**config.mk**
```make
export PLATFORM = sky130hd
export DESIGN_NAME = m_cycle_sequencer
export DESIGN_NICKNAME = d
export VERILOG_FILES = /design/src/rtl/m_cycle_sequencer.sv
export SDC_FILE = /design/constraint.sdc
export NUM_CORES = 1
export LEC_CHECK = 0
export BUFFER_PORTS_ARGS = -buffer_cell sky130_fd_sc_hd__buf_2
export CAP_MARGIN = 30
export CORE_MARGIN = 3
export CORE_UTILIZATION = 35
export CTS_BUF_LIST = sky130_fd_sc_hd__clkbuf_4 sky130_fd_sc_hd__clkbuf_8
export CTS_CLUSTER_SIZE = 40
export DETAILED_ROUTE_END_ITERATION = 7
export GPL_TIMING_DRIVEN = 0
export PLACE_DENSITY = 0.59
export SLEW_MARGIN = 15
export SYNTH_ARGS = -nofsm -noshare
export SYNTH_HDL_FRONTEND = slang
export SYNTH_SLANG_ARGS = --single-unit
export TNS_END_PERCENT = 100
```
**constraint.sdc**
```tcl
create_clock -name i_Clk -period 1.9 [get_ports i_Clk]
set_input_delay 0.19 -clock i_Clk [delete_from_list [all_inputs] [get_ports i_Clk]]
set_output_delay 0.19 -clock i_Clk [all_outputs]
set_load 0.03 [all_outputs]
```
**src/rtl/m_cycle_sequencer.sv**
```systemverilog
// m_cycle_sequencer: one-hot T-step / M-cycle timing for the control unit, with CB-prefix and HALT state.
// Optional CYCLE_WATCHDOG_EN: M-cycle count overflow drops CB mode and sets a sticky o_Watchdog flag.
module m_cycle_sequencer (
    input  logic       i_Clk,
    input  logic       i_Reset_n,
    input  logic       i_Stall,
    input  logic       i_IR_Fetch,
    input  logic       i_CB_Set,
    input  logic       i_Disable_CB,
    input  logic       i_Halt,
    input  logic       i_Wake,
    output logic [3:0] o_Cycle_Step,
    output logic [7:0] o_Cycle_Count,
    output logic       o_CB_Active,
    output logic       o_Halted,
    output logic       o_Step_End,
    output logic       o_Watchdog
);
    typedef enum logic {S_RUN, S_HALT} state_t;

    state_t     r_state, w_state_nxt;
    logic [3:0] r_step, w_step_nxt;
    logic [7:0] r_count, w_count_nxt;
    logic       r_cb, w_cb_nxt;

    assign o_Step_End    = r_step[3] & ~i_Stall;
    assign o_Cycle_Step  = r_step;
    assign o_Cycle_Count = r_count;
    assign o_CB_Active   = r_cb;
    assign o_Halted      = (r_state == S_HALT);

`ifdef CYCLE_WATCHDOG_EN
    logic w_overflow;
    logic r_wdog;
    assign w_overflow = o_Step_End & (r_state == S_RUN) & ~i_IR_Fetch & r_count[7];
    assign o_Watchdog = r_wdog;

    always_ff @(posedge i_Clk or negedge i_Reset_n) begin
        if (!i_Reset_n)
            r_wdog <= 1'b0;
        else if (w_overflow)
            r_wdog <= 1'b1;
    end
`else
    assign o_Watchdog = 1'b0;
`endif

    always_ff @(posedge i_Clk or negedge i_Reset_n) begin
        if (!i_Reset_n) begin
            r_state <= S_RUN;
            r_step  <= 4'b0001;
            r_count <= 8'h01;
            r_cb    <= 1'b0;
        end else begin
            r_state <= w_state_nxt;
            r_step  <= w_step_nxt;
            r_count <= w_count_nxt;
            r_cb    <= w_cb_nxt;
        end
    end

    // Every decision other than the step rotation happens only on the M-cycle boundary.
    always_comb begin
        w_step_nxt  = i_Stall ? r_step : {r_step[2:0], r_step[3]};
        w_count_nxt = r_count;
        w_cb_nxt    = r_cb;
        w_state_nxt = r_state;
        if (o_Step_End) begin
            if (r_state == S_HALT) begin
                w_count_nxt = 8'h01;
                if (i_Wake)
                    w_state_nxt = S_RUN;
            end else if (i_IR_Fetch) begin
                w_count_nxt = 8'h01;
                w_cb_nxt    = i_CB_Set | (r_cb & ~i_Disable_CB);
                if (i_Halt && !i_Wake)
                    w_state_nxt = S_HALT;
            end else begin
                w_count_nxt = {r_count[6:0], r_count[7]};
`ifdef CYCLE_WATCHDOG_EN
                if (r_count[7])
                    w_cb_nxt = 1'b0;
`endif
            end
        end
    end
endmodule

```
==> results of run 1 <==
## cell type report
class,instances,area [sq um],share of cell area
timing repair buffer,23,120.1,0.1649
buffer,2,18.77,0.02577
inverter,2,7.507,0.01031
sequential,14,352.8,0.4845
clock buffer,4,36.28,0.04983
multi-input combinational,22,173.9,0.2388
tap,15,18.77,0.02577
## power groups by stage
stage / Sequential, uW / Combinational, uW / Clock (uW)
floorplan: 304 / 5.83 / 0
global placement: 304 / 20.8 / 0
detailed placement: 304 / 21.2 / 0
CTS: 298 / 22.9 / 221
global route: 298 / 24.8 / 239
finish: 298 / 22.3 / 210
## metal layers
layer,global-route usage,up-vias,routed length (um)
li1,-,197,-
met1,0.1588,194,479
met2,0.1643,17,444
met3,0.07115,2,95
met4,0.03409,0,9
met5,0,-,0
## state kept, by name (all words and copies together), names as in the netlist
signal         cells
o_Cycle_Count      8
o_Cycle_Step       4
o_CB_Active        1
o_Halted           1
## synthesized netlist by cell type, drive strengths merged
cell type and instances:
dfstp 2, dfrtp 12, a21oi 2, mux2 3, and4bb 1, a22o 8, conb 1, nand2b 1
nor2 1, inv 2, buf 2, a31oi 1, nand2 3, nor3 1
## stage by stage
stage | setup WS [ns] | power, uW
2_1_floorplan | 0.5861 | 309.6
3_3_place_gp | 0.7575 | 324.5
3_5_place_dp | 0.7587 | 324.9
4_1_cts | 0.4882 | 541.7
5_1_grt | 0.3752 | 561.4
6_report | 0.5122 | 530.4
## worst paths after layout
| check | startpoint | slack [ns] | endpoint | cells after the start |
|---|---|---|---|---|
| min | i_Wake | 0.08 | o_Halted | 2 |
| min in group asynchronous | i_Reset_n | 0.33 | o_Cycle_Count[5] | 2 |
| min reg2reg | o_Cycle_Step[0] | 0.47 | o_Cycle_Step[0] | 2 |
| max reg2reg | o_Cycle_Step[3] | 0.78 | o_Cycle_Count[2] | 4 |
| max in group asynchronous | i_Reset_n | 1.28 | o_Cycle_Step[0] | 2 |
| max | o_Cycle_Step[3] | 0.51 | o_Step_End | 4 |
## cell families after synthesis
kind of cell | count (synthesis) | share of synthesized area
AOI/OAI and AO/OA | 11 | 0.1561
DFF | 14 | 0.6380
and+or+nand+nor | 7 | 0.09050
buffers and inverters | 4 | 0.04752
muxes | 3 | 0.06108
other | 1 | 0.006781
==> key figures, run 1 <==
Clocking
  – CTS tree: built
  – Num Clock Sinks: 14
  – Total of hold buffers inserted after clock tree synthesis: 1
  – Longest Clk Path Bufs: 2
  – Number of buffers inserted by post-CTS setup repair: 0
  – Count of H-tree levels built during CTS: 1
  – CTS Buf Count: 3
  – Master cell of the clock root buffer: sky130_fd_sc_hd__clkbuf_4
  – Clock latency reported for the late side of the worst-skew pair: 0.28 ns
  – Reg clk slew, reported paths: 0.08 ns
  – Number of instances resized during post-cts repair: 0

Route
  – Total iterations of the first detailed-routing run: 4
  – Vias post-DR: 410
  – Routed length per instance: 12.54 um
  – Count of unresolved DRC violations after routing: 0
  – Drt total wl: 1.028 mm
  – Routed via count divided by cell count: 5.000
  – Number of nets with antenna violations after detailed routing: 0
  – Drt initial violations: 2

Global routing
  – Largest net degree at the start of global routing: 15
  – Initial antenna violation count: 0
  – Global route overflow: 0
  – Overall fraction of global-route tracks in use: 0.1199
  – Via count of the first global-routing pass: 381
  – First-pass GRT wire length: 1.697 mm

Cells and area
  – Most frequent cells in the layout: sky130_fd_sc_hd__buf_2, sky130_fd_sc_hd__dfrtp_1, sky130_fd_sc_hd__a22o_1
  – Filler instances: 130
  – Most frequent standard cell in the layout excluding fill and tap cells: sky130_fd_sc_hd__buf_2
  – Number of antenna diodes: 0
  – Final design area excluding fillers: 728.2 sq um
  – Share of cells above drive strength 1: 0.5224
  – Synthesis-to-layout area growth: 31.67%
  – End-of-flow core utilization: 0.5267
  – Final cell count without fillers: 82
  – Final net count: 76

Timing
  – Setup repair after global routing missed its margin: no
  – Worst Hold Slack: 0.07859 ns
  – Fin crit period: 1.388 ns
  – Final Slew Violations: 0
  – Total Negative Setup Slacks: 0 ns
  – Number of hold-slack violations in the final timing report: 0
  – Number of failing setup endpoints in the final timing report: 0
  – Portion of the clock cycle consumed by the worst path in the final layout: 0.7304
  – Max Clock Skew: 0.002459 ns
  – Maximum clock rate: 0.7206 GHz

Floorplanning
  – Top-level I/O count: 24
  – Core Area: 1383 sq um
  – Floorplan die area: 2093 sq um
  – Die outline height: 45.75 um
  – Initial standard-cell utilization of the core: 0.4000
  – Width of the die: 45.75 um
  – # rows: 13

Synth
  – Top cell type's share of synthesized area: 0.5430
  – Synthesis Warnings: 0
  – Number of nets in the synthesized netlist: 48
  – Area of the mapped netlist: 553.0 sq um
  – Register bit count reported by yosys: 14
  – Avg Inst Size Synth: 13.83 sq um
  – Sequential-to-total area share from yosys stat: 0.6380
  – Top cells by area in the synthesized netlist: sky130_fd_sc_hd__dfrtp_1, sky130_fd_sc_hd__a22o_1, sky130_fd_sc_hd__dfstp_2, sky130_fd_sc_hd__mux2_2, sky130_fd_sc_hd__nor3_4
  – Synthesized netlist cell count: 40
  – Synth unique cells: 15
  – Dominant cell type by area after synthesis: sky130_fd_sc_hd__dfrtp_1

Place
  – Total instance count after detailed placement: 77
  – RePlAce Congestion: 0.6718
  – Placed standard-cell area: 681.9 sq um
  – IO buf count: 22
  – Detailed placer's ending HPWL: 761.8 um

Setup path
  – Delay of the slowest cell on the worst path: 0.39 ns
  – Startpoint kind of the worst setup timing path: flip-flop
  – Crit path kind: flip-flop to primary output
  – Cell family with most CP delay: buffers and inverters
  – Library cell contributing the largest single delay on the critical path: sky130_fd_sc_hd__dfrtp_1
  – Maximum fanout count along the critical path: 10
  – Buf/Inv on CP: 3
  – Endpoint kind of the worst setup timing path: primary output
  – Cell-by-cell listing of the critical path: nand2b_1 -> buf_6 -> inv_1 -> buf_2
  – Required time of the critical path: 1.71 ns
  – WP data arrival: 1.20 ns

Pwr
  – Net Switching: 106.5 uW
  – Share of power burned in registers: 0.562
  – Fraction of power spent switching nets: 0.2008
  – Fraction of power consumed by the clock network: 0.396
  – Internal cell power: 423.9 uW
  – Leakage power: 0.0004137 uW
  – Gate power share: 0.042
  – Pwr Density: 728.3 nW/um^2
  – Worst VDD drop: 443.2 uV

Outcome
  – Run status: finished, final reports clean

Hold path
  – Path type of the worst min-delay path: primary input to flip-flop

Flow run
  – Max-cap violations: 0
Note: power is estimated with default switching activity, not from simulation.
==> run 2: changes to the inputs <==
--- a/config.mk
+++ b/config.mk
@@ -13,7 +13,7 @@
 export CTS_CLUSTER_SIZE = 40
 export DETAILED_ROUTE_END_ITERATION = 7
 export GPL_TIMING_DRIVEN = 0
-export PLACE_DENSITY = 0.59
+export PLACE_DENSITY = 0.61
 export SLEW_MARGIN = 15
 export SYNTH_ARGS = -nofsm -noshare
 export SYNTH_HDL_FRONTEND = slang
==> constraint.sdc (replaced) <==
create_clock -name i_Clk -period 1.2 [get_ports i_Clk]
set_input_delay 0.12 -clock i_Clk [delete_from_list [all_inputs] [get_ports i_Clk]]
set_output_delay 0.12 -clock i_Clk [all_outputs]
set_load 0.03 [all_outputs]
==> run 2 against run 1 <==
  * Setup slack worse by 0.45 ns
  * Sequential cell count stayed put
  * Via count is 3.2% higher
  * Power is 58% higher
  * Combinational power is 74% higher
  * Count of clock-buffer cells in the layout stayed put
  * Core utilization is 3.2 points higher
  * Worst hold slack worse by 0.014 ns
  * Non-clock buffer count is 3 higher
  * Design area is 6.0% higher
  * Clock skew is 0.0052 ns higher
  * Global-route usage is 0.91 points higher
  * Largest cell class unchanged
  * Highest routed layer is now met3
==> key figures, run 2 (same netlist as run 1, synthesis figures left out) <==
Cells and area
  – Largest register FFs: 8 (unchanged)
  – Most frequent standard cell in the layout excluding fill and tap cells: sky130_fd_sc_hd__buf_2
  – Most frequent cells in the layout: sky130_fd_sc_hd__buf_2, sky130_fd_sc_hd__dfrtp_1, sky130_fd_sc_hd__a22o_1
  – Synthesis-to-layout area growth: 39.59%
  – End-of-flow core utilization: 0.5584 (+0.03167)
  – Number of antenna diodes: 0 (unchanged)
  – Final net count: 79 (+3.9%)
  – Final cell count without fillers: 85 (+3.7%)
  – Share of cells above drive strength 1: 0.5714 (+0.04904)
  – Filler instances: 131 (+0.77%)

Place
  – Setup slack at placement: 0.1006 ns (-0.6581 ns)
  – RePlAce Congestion: 0.6245 (-7.0%)
  – IO buf count: 22 (unchanged)
  – Detailed placer's ending HPWL: 733.8 um (-3.7%)
  – Total instance count after detailed placement: 77 (unchanged)

Clocking
  – Longest Clk Path Bufs: 2 (unchanged)
  – Reg clk slew, reported paths: 0.08 ns (about the same)
  – CTS Buf Count: 3 (unchanged)
  – CTS tree: built
  – Clock latency reported for the late side of the worst-skew pair: 0.28 ns (about the same)
  – Master cell of the clock root buffer: sky130_fd_sc_hd__clkbuf_4
  – Num Clock Sinks: 14 (unchanged)
  – Count of H-tree levels built during CTS: 1 (unchanged)

Floorplanning
  – Top-level I/O count: 24 (unchanged)
  – # rows: 13 (unchanged)
  – Initial standard-cell utilization of the core: 0.4000 (unchanged)
  – Width of the die: 45.75 um (unchanged)
  – Die outline height: 45.75 um (unchanged)
  – Core Area: 1383 sq um (unchanged)
  – Floorplan die area: 2093 sq um (unchanged)

Timing
  – Final Slew Violations: 0 (unchanged)
  – Fin crit period: 1.142 ns
  – Number of hold-slack violations in the final timing report: 0 (unchanged)
  – Total Negative Setup Slacks: 0 ns (unchanged)
  – Number of failing setup endpoints in the final timing report: 0 (unchanged)
  – Crit path setup slack, layout: 0.05761 ns (-0.4546 ns)
  – Setup repair after global routing missed its margin: no
  – Maximum clock rate: 0.8754 GHz
  – Max Clock Skew: 0.007698 ns (+0.005239 ns)
  – Portion of the clock cycle consumed by the worst path in the final layout: 0.9520

Route
  – Count of unresolved DRC violations after routing: 0 (unchanged)
  – Vias post-DR: 423 (+3.2%)
  – Routed via count divided by cell count: 4.976 (-0.47%)
  – Drt total wl: 1.115 mm (+8.5%)
  – Drt initial violations: 7 (+5)
  – Total iterations of the first detailed-routing run: 4 (unchanged)
  – Routed length per instance: 13.12 um (+4.6%)
  – Number of nets with antenna violations after detailed routing: 0 (unchanged)

Hold path
  – Critical hold path startpoint: i_CB_Set
  – Path type of the worst min-delay path: primary input to flip-flop

Setup path
  – Required time of the critical path: 1.08 ns (-0.63 ns)
  – Crit path kind: flip-flop to primary output
  – Maximum fanout count along the critical path: 3 (-7)
  – Startpoint kind of the worst setup timing path: flip-flop
  – Endpoint kind of the worst setup timing path: primary output
  – Startpoint of the most critical register-to-register path: o_Cycle_Step[3]
  – Launch point of the worst path: o_Cycle_Step[3]
  – WP data arrival: 1.02 ns (-0.18 ns)

Pwr
  – Leakage power: 0.0004311 uW (+4.2%)
  – Pwr Density: 1086 nW/um^2 (+49%)
  – Worst VDD drop: 748.8 uV (+69%)
  – Post-layout power: 838.0 uW (+58%)

Flow run
  – Max-cap violations: 0 (unchanged)

Global routing
  – Initial antenna violation count: 0 (unchanged)
  – Via count of the first global-routing pass: 416 (+9.2%)
  – Global route overflow: 0 (unchanged)
  – First-pass GRT wire length: 1.821 mm (+7.3%)
  – Largest net degree at the start of global routing: 15 (unchanged)
  – Overall fraction of global-route tracks in use: 0.1290 (+0.009077)

Outcome
  – Run status: finished, final reports clean
==> run 2: layout make-up <==
class / count / area [sq um] / area share
flip-flops and latches: 14 / 354.1 / 0.4587
multi-input cells: 22 / 181.4 / 0.2350
repair buffers: 27 / 166.4 / 0.2156
clock buffers: 4 / 36.28 / 0.04700
well taps: 15 / 18.77 / 0.02431
plain buffers: 1 / 7.507 / 0.009724
inverters: 2 / 7.507 / 0.009724
==> run 2: where the power goes <==
group | switching [uW] | leakage [uW] | total, uW | internal [uW]
Clock | 143 | 0.0000210 | 328 | 185
Combinational | 20.9 | 0.000223 | 38.8 | 17.9
Sequential | 0 | 0.000187 | 472 | 472
==> run 2: worst max-delay path, stage by stage, from the launching register on <==
cell	delay (ns)
sky130_fd_sc_hd__dfrtp_2	0.44
sky130_fd_sc_hd__buf_4	0.14
sky130_fd_sc_hd__buf_2	0.17
==> run 2: worst paths after layout <==
check | to | slack (ns) | depth (start not counted)
max reg2reg | o_CB_Active | 0.08 | 3
min in group asynchronous | o_Halted | 0.27 | 2
min | o_CB_Active | 0.06 | 2
min reg2reg | o_Cycle_Step[0] | 0.48 | 2
max | o_Cycle_Step[3] | 0.06 | 2
max in group asynchronous | o_Cycle_Count[0] | 0.63 | 2
==> run 2: per-layer routing <==
layer | share of wire | up-vias | GRT usage
met1 | 0.46 | 202 | 0.1642
met3 | 0.11 | 0 | 0.07115
li1 | - | 200 | -
met4 | 0 | 0 | 0.05114
met5 | 0 | - | 0
met2 | 0.43 | 21 | 0.1811
==> run 2: what timing repair did <==
action                                  4_1_cts  5_1_grt
buffers inserted                              3        1
endpoints found under the setup margin        1        9
hold buffers                                  2        0
endpoints found under the hold margin        15        0
gates resized for setup                       5        2
pin swaps                                     1        3
==> run 2: stage by stage <==
| stage | hold slack (ns) | cell area (sq um) |
|---|---|---|
| detailed placement | 0.02700 | 683.2 |
| global route | 0.05462 | 772.0 |
| floorplan | -0.1756 | 554.3 |
| global placement | 0.02956 | 683.2 |
| finish | 0.06488 | 772.0 |
| CTS | 0.05805 | 775.7 |
